$ cat config.mk
export PLATFORM = sky130hd
export DESIGN_NAME = lfsr_stream_packet_gen
export DESIGN_NICKNAME = d
export VERILOG_FILES = /design/src/rtl/lfsr_stream_packet_gen.sv
export SDC_FILE = /design/constraint.sdc
export NUM_CORES = 1
export LEC_CHECK = 0
export ABC_AREA = 1
export CORE_MARGIN = 2
export CORE_UTILIZATION = 55
export DETAILED_ROUTE_END_ITERATION = 8
export MAX_ROUTING_LAYER = met4
export PLACE_DENSITY = 0.86
export SLEW_MARGIN = 20
export SYNTH_ARGS = -nofsm -noshare
export SYNTH_HDL_FRONTEND = slang
export SYNTH_SLANG_ARGS = --single-unit
$ cat constraint.sdc
create_clock -name clk -period 4.2 [get_ports clk]
set_clock_uncertainty 0.05 [all_clocks]
set_input_delay 0.84 -clock clk [delete_from_list [all_inputs] [get_ports clk]]
set_output_delay 0.84 -clock clk [all_outputs]
set_load 0.005 [all_outputs]
$ cat src/rtl/lfsr_stream_packet_gen.sv
// ---------------------------------------------------------------------------
// lfsr_stream_packet_gen
//
// Streaming packet generator. Sends a programmable number of packets over a
// valid/ready interface. Each packet is len words long and carries either a
// PRBS payload or the word index. A programmable number of idle cycles can
// be placed between packets. A graceful stop lets the packet in flight
// finish before the generator goes idle.
//
// Ports:
//   clk           clock; all logic on the rising edge
//   rst           synchronous, active-high reset
//   start         one-cycle run request; accepted only in IDLE
//   stop          graceful stop; held internally until honoured
//   cfg_len       words per packet (0 treated as 1), latched on start
//   cfg_num_pkts  packets per run (0 = run until stop), latched on start
//   cfg_gap       idle cycles between packets, latched on start
//   cfg_mode      0 = PRBS payload, 1 = word-index payload, latched on start
//   m_data        payload word
//   m_valid       m_data is valid
//   m_last        final word of a packet
//   m_ready       sink ready; a beat transfers on m_valid & m_ready
//   busy          high while in SEND or GAP
//   pkt_done      one-cycle pulse per completed packet
//   pkt_count     packets completed since reset (wraps)
// ---------------------------------------------------------------------------
module lfsr_stream_packet_gen #(
  parameter int          DATA_W    = 32,
  parameter logic [31:0] LFSR_SEED = 32'hACE1_1234,
  parameter int          LEN_W     = 16,
  parameter int          GAP_W     = 8
) (
  input  logic              clk,
  input  logic              rst,
  input  logic              start,
  input  logic              stop,
  input  logic [LEN_W-1:0]  cfg_len,
  input  logic [15:0]       cfg_num_pkts,
  input  logic [GAP_W-1:0]  cfg_gap,
  input  logic              cfg_mode,
  output logic [DATA_W-1:0] m_data,
  output logic              m_valid,
  output logic              m_last,
  input  logic              m_ready,
  output logic              busy,
  output logic              pkt_done,
  output logic [31:0]       pkt_count
);

  localparam int NLANES = (DATA_W + 31) / 32;

  typedef enum logic [1:0] {
    IDLE = 2'd0,
    SEND = 2'd1,
    GAP  = 2'd2
  } state_t;

  state_t state_reg, state_next;

  // Run configuration captured on the start cycle
  logic [LEN_W-1:0] len_reg, len_next;
  logic [15:0]      num_reg, num_next;
  logic [GAP_W-1:0] gap_reg, gap_next;
  logic             mode_reg, mode_next;

  // Run progress
  logic [LEN_W-1:0] idx_reg, idx_next;
  logic [15:0]      sent_reg, sent_next;
  logic [GAP_W-1:0] gap_cnt_reg, gap_cnt_next;
  logic             stop_pend_reg, stop_pend_next;

  logic             pkt_done_reg, pkt_done_next;
  logic [31:0]      pkt_count_reg, pkt_count_next;

  logic                   xfer;
  logic                   last_beat;
  logic                   stop_eff;
  logic                   run_done;
  logic [NLANES*32-1:0]   lanes_cat;
  logic [DATA_W-1:0]      idx_word;

  assign xfer      = (state_reg == SEND) && m_ready;
  assign last_beat = (idx_reg == len_reg - LEN_W'(1));
  // A stop seen in the same cycle as the deciding event counts immediately
  assign stop_eff  = stop_pend_reg | stop;
  assign run_done  = (num_reg != 16'd0) && ((sent_reg + 16'd1) == num_reg);

  // -------------------------------------------------------------------------
  // PRBS lanes: one 32-bit Fibonacci LFSR per 32 bits of payload, each with
  // its own seed. They advance only on a transfer and are reseeded only by
  // rst, so the sequence continues across packets and runs.
  // -------------------------------------------------------------------------
  genvar gi;
  generate
    for (gi = 0; gi < NLANES; gi++) begin : g_lane
      localparam logic [31:0] SEED_RAW = LFSR_SEED ^ (32'(gi) * 32'h9E37_79B9);
      // An all-zero LFSR would lock up, so a zero seed is replaced
      localparam logic [31:0] SEED     = (SEED_RAW == 32'd0) ? 32'd1 : SEED_RAW;

      logic [31:0] lane_reg;

      always_ff @(posedge clk) begin
        if (rst) begin
          lane_reg <= SEED;
        end else if (xfer) begin
          lane_reg <= {lane_reg[30:0],
                       lane_reg[31] ^ lane_reg[21] ^ lane_reg[1] ^ lane_reg[0]};
        end
      end

      assign lanes_cat[gi*32 +: 32] = lane_reg;
    end

    // Word index zero-extended or truncated to the payload width
    for (gi = 0; gi < DATA_W; gi++) begin : g_idx
      if (gi < LEN_W) begin : g_bit
        assign idx_word[gi] = idx_reg[gi];
      end else begin : g_zero
        assign idx_word[gi] = 1'b0;
      end
    end
  endgenerate

  // -------------------------------------------------------------------------
  // FSM state register and datapath registers
  // -------------------------------------------------------------------------
  always_ff @(posedge clk) begin
    if (rst) begin
      state_reg     <= IDLE;
      len_reg       <= '0;
      num_reg       <= '0;
      gap_reg       <= '0;
      mode_reg      <= 1'b0;
      idx_reg       <= '0;
      sent_reg      <= '0;
      gap_cnt_reg   <= '0;
      stop_pend_reg <= 1'b0;
      pkt_done_reg  <= 1'b0;
      pkt_count_reg <= '0;
    end else begin
      state_reg     <= state_next;
      len_reg       <= len_next;
      num_reg       <= num_next;
      gap_reg       <= gap_next;
      mode_reg      <= mode_next;
      idx_reg       <= idx_next;
      sent_reg      <= sent_next;
      gap_cnt_reg   <= gap_cnt_next;
      stop_pend_reg <= stop_pend_next;
      pkt_done_reg  <= pkt_done_next;
      pkt_count_reg <= pkt_count_next;
    end
  end

  // -------------------------------------------------------------------------
  // Next-state logic
  // -------------------------------------------------------------------------
  always_comb begin
    state_next     = state_reg;
    len_next       = len_reg;
    num_next       = num_reg;
    gap_next       = gap_reg;
    mode_next      = mode_reg;
    idx_next       = idx_reg;
    sent_next      = sent_reg;
    gap_cnt_next   = gap_cnt_reg;
    // stop is remembered only while a run is active
    stop_pend_next = stop_pend_reg | (stop && (state_reg != IDLE));
    pkt_done_next  = 1'b0;
    pkt_count_next = pkt_count_reg;

    case (state_reg)
      IDLE: begin
        stop_pend_next = 1'b0;
        if (start) begin
          state_next = SEND;
          len_next   = (cfg_len == '0) ? LEN_W'(1) : cfg_len;
          num_next   = cfg_num_pkts;
          gap_next   = cfg_gap;
          mode_next  = cfg_mode;
          idx_next   = '0;
          sent_next  = '0;
        end
      end

      SEND: begin
        if (xfer) begin
          if (last_beat) begin
            pkt_done_next  = 1'b1;
            pkt_count_next = pkt_count_reg + 32'd1;
            idx_next       = '0;
            sent_next      = sent_reg + 16'd1;
            if (run_done || stop_eff) begin
              state_next     = IDLE;
              stop_pend_next = 1'b0;
            end else if (gap_reg != '0) begin
              state_next   = GAP;
              gap_cnt_next = gap_reg;
            end
          end else begin
            idx_next = idx_reg + LEN_W'(1);
          end
        end
      end

      GAP: begin
        if (stop_eff) begin
          state_next     = IDLE;
          stop_pend_next = 1'b0;
        end else if (gap_cnt_reg == GAP_W'(1)) begin
          // Counter was loaded with gap, so this is the last idle cycle
          state_next = SEND;
        end else begin
          gap_cnt_next = gap_cnt_reg - GAP_W'(1);
        end
      end

      default: begin
        state_next = IDLE;
      end
    endcase
  end

  // -------------------------------------------------------------------------
  // Outputs (data is forced to zero outside SEND so reset/idle read as 0)
  // -------------------------------------------------------------------------
  assign m_valid   = (state_reg == SEND);
  assign busy      = (state_reg != IDLE);
  assign m_last    = m_valid && last_beat;
  assign m_data    = !m_valid ? '0 :
                     (mode_reg ? idx_word : lanes_cat[DATA_W-1:0]);
  assign pkt_done  = pkt_done_reg;
  assign pkt_count = pkt_count_reg;

endmodule

==> flow_metrics.py <==
metrics = {
    "yosys": {
        "syn-num-nets": 1329,
        "syn_inst": 1277,
        "synth_top_flop_cell": "dfxtp_1",
        "synth_edf_count": 0,
        "ys_ff_latch": 149,
        "syn_area_per_cell_sq_um": 6.56,
        "ys_types": 49,
        "synthesis.area_sq_um": 8380,
        "yosysSeqAreaShare_pct": 35.6,
        "async_reset_ff_share_pct": 0,
        "ys_warn_count": 0,
    },
    "layout": {
        "design_area_sq_um": 10200,
        "fin_cells": 1569,
        "mostFrequentLayoutCells": "302 x nand2_1, 166 x nor2_1, 149 x dfxtp_1, 136 x inv_1, 112 x clkdlybuf4s50_1",
        "area_delta_synth_final_pct": 21.2,
        "fin_nets": 1420,
        "n_antenna_cell": 0,
        "multiInputGateArea_sq_um": 4640,
        "layout_commonest_cell": "nand2_1",
        "drive_gt1_share_pct": 5.94,
        "n_fill_cell": 1330,
        "ff_latch_area_sq_um": 2980,
    },
    "cts": {
        "cts_htree_levels": 4,
        "post_cts_buffers": 0,
        "clkTransAtPathRegs_ns": 0.07,
        "clk_path_buf_depth": 2,
        "ctsResizeCount": 0,
        "numCtsBuffers": 17,
        "root_buffer": "clkbuf_16",
        "cts_sinks": 149,
        "ctsHoldBuffers": 0,
        "insertion_delay_ns": 0.44,
        "cts_tree": "done",
    },
    "worst_setup_path": {
        "critical_path.most_common_cell": "nand2_1",
        "criticalPathCategory": "reg2out",
        "slowest_delay_ns": 0.51,
        "crit_path_end_kind": "output pin",
        "crit_chain": "inv_1 -> ha_1 -> nand3_4 -> nor2_4 -> nand2_1 -> nand2_1 -> o211ai_1 -> nor4b_1 -> nand2_1 -> nor2_1 -> clkdlybuf4s50_1",
        "cp_max_fo": 8,
        "worstPathArrival_ns": 2.92,
        "reg2reg_slack_ns": 0.97,
        "worst_setup_path_start_kind": "flop",
        "cp.required_ns": 3.31,
        "slowest_stage": "clkdlybuf4s50_1",
    },
    "sta": {
        "slew_viol_final": 0,
        "setup-violations-final": 0,
        "grt_setup_unrepaired": "no",
        "min_period_ns": 3.81,
        "final.setup.tns_ns": 0,
        "hold_viol": 0,
        "max_freq_mhz": 262,
        "finalCritPeriodShare_pct": 90.7,
        "relSlewSlack_pct": 46.7,
        "worst_pin_slew_ns": 0.796,
    },
    "placement": {
        "postPlaceCellArea_sq_um": 9580,
        "place.gp.congestion": 0.962,
        "io_buffers": 113,
        "dp_cells": 1537,
        "dp_hpwl_microns": 16400,
    },
    "floorplanning": {
        "fp.dieArea_sq_um": 16200,
        "row_count": 45,
        "die_y_microns": 127,
        "ios": 114,
        "core_sq_um": 15000,
        "start_util_pct": 55.7,
        "die_w_microns": 127,
    },
    "grt": {
        "antenna_found_initial": 0,
        "grt_pass1_vias": 8058,
        "grt_overflow": 0,
        "groute.usage.overall_pct": 29.7,
        "grt_pass1_wl_microns": 38000,
        "grt_max_degree": 68,
    },
    "routing": {
        "ant_nets": 0,
        "wl_per_cell_microns": 14.6,
        "drt_iter0_markers": 676,
        "drt_drc_violations_left": 0,
        "vias": 8592,
        "viasPerCell": 5.48,
        "drt-total-wl_microns": 22900,
        "dr.pass1.iters": 5,
    },
    "status": {
        "status": "complete, no violations",
    },
    "power": {
        "p_leak_nw": 4.06,
        "p_per_area_nw_per_um2": 395,
        "vdd_ir_drop_max_uv": 298,
    },
    "flow_run": {
        "maxCapViolCount": 0,
    },
    "hold_path": {
        "hold_class": "reg2reg",
    },
}
[worst max-delay path, delay by kind of cell (launching register included)]
kind / cells / cell delay, ns
AOI/OAI and AO/OA: 1 / 0.10
adders and majority gates: 1 / 0.26
buffers and inverters: 2 / 0.62
DFF: 1 / 0.32
and+or+nand+nor: 7 / 1.18
[worst paths after layout]
check	start	end	cells past startpoint
worst max-delay path	len_reg[0]	m_last	11
worst min-delay path	gap_reg[2]	gap_reg[2]	2
worst max register to register	len_reg[0]	gap_cnt_reg[1]	16
worst min register to register	gap_reg[2]	gap_reg[2]	2
[where the power goes]
group | internal [mW] | switching [mW] | leakage, nW
combinational | 0.353 | 0.558 | 2.57
sequential | 1.52 | 0.0944 | 1.21
clock | 0.831 | 0.659 | 0.271
total | 2.70 | 1.31 | 4.06
[cell type report]
class                           count  area share, %
Clock buffer                       18           4.23
Timing Repair Buffer              120           11.6
Clock inverter                     14           1.37
Sequential cell                   149           29.4
Inverter                          146           5.40
Tap cell                          188           2.32
Multi-Input combinational cell    934           45.7
[Yosys cell counts (3+ instances only)]
master	number	area, sq um
a211oi_1	14	105
a21oi_1	108	541
and3_1	3	18.8
buf_2	5	25.0
clkbuf_1	37	139
dfxtp_1	149	2980
ha_1	6	75.1
inv_1	136	510
inv_2	8	30.0
nand2_1	303	1140
nand2_2	5	31.3
nand3_1	80	400
nand3b_1	6	45.0
nand4_1	27	169
nor2_1	166	623
nor2_2	8	50.1
nor2_4	4	45.0
nor3_1	30	150
nor3b_2	7	87.6
nor4_1	10	62.6
o211ai_1	10	75.1
o21ai_0	75	375
o21ai_1	5	25.0
xnor2_1	14	123
xor2_1	30	263
[stage by stage]
stage                     setup slack (ns)  total power [mW]  util, %  hold WS [ns]
final                                0.390              4.01     67.5         0.422
after CTS                            0.393              4.02     67.5         0.421
after global routing                 0.181              4.21     67.5         0.444
after global placement               0.831              2.53     63.8         0.403
after detailed placement             0.764              2.54     63.8         0.407
after floorplan                       1.68              2.22        -         0.389
[logic make-up (layout without fill, tap and decap cells)]
group	count (synthesis)	after routing	synth area share, %
fa+ha+maj	6	6	0.896
flops	149	149	35.6
xor+xnor	46	46	5.15
simple gates	664	664	35.4
compound gates	218	218	13.9
buf+inv	194	298	9.05
[metal layers]
metal	GRT usage (%)	vias to the layer above	wire length (microns)
met5	-	-	0
met4	8.73	0	450
met3	5.36	40	1410
met2	47.2	293	10500
met1	39.0	3904	10500
li1	-	4355	-
Power figures use the tool's default switching activity.
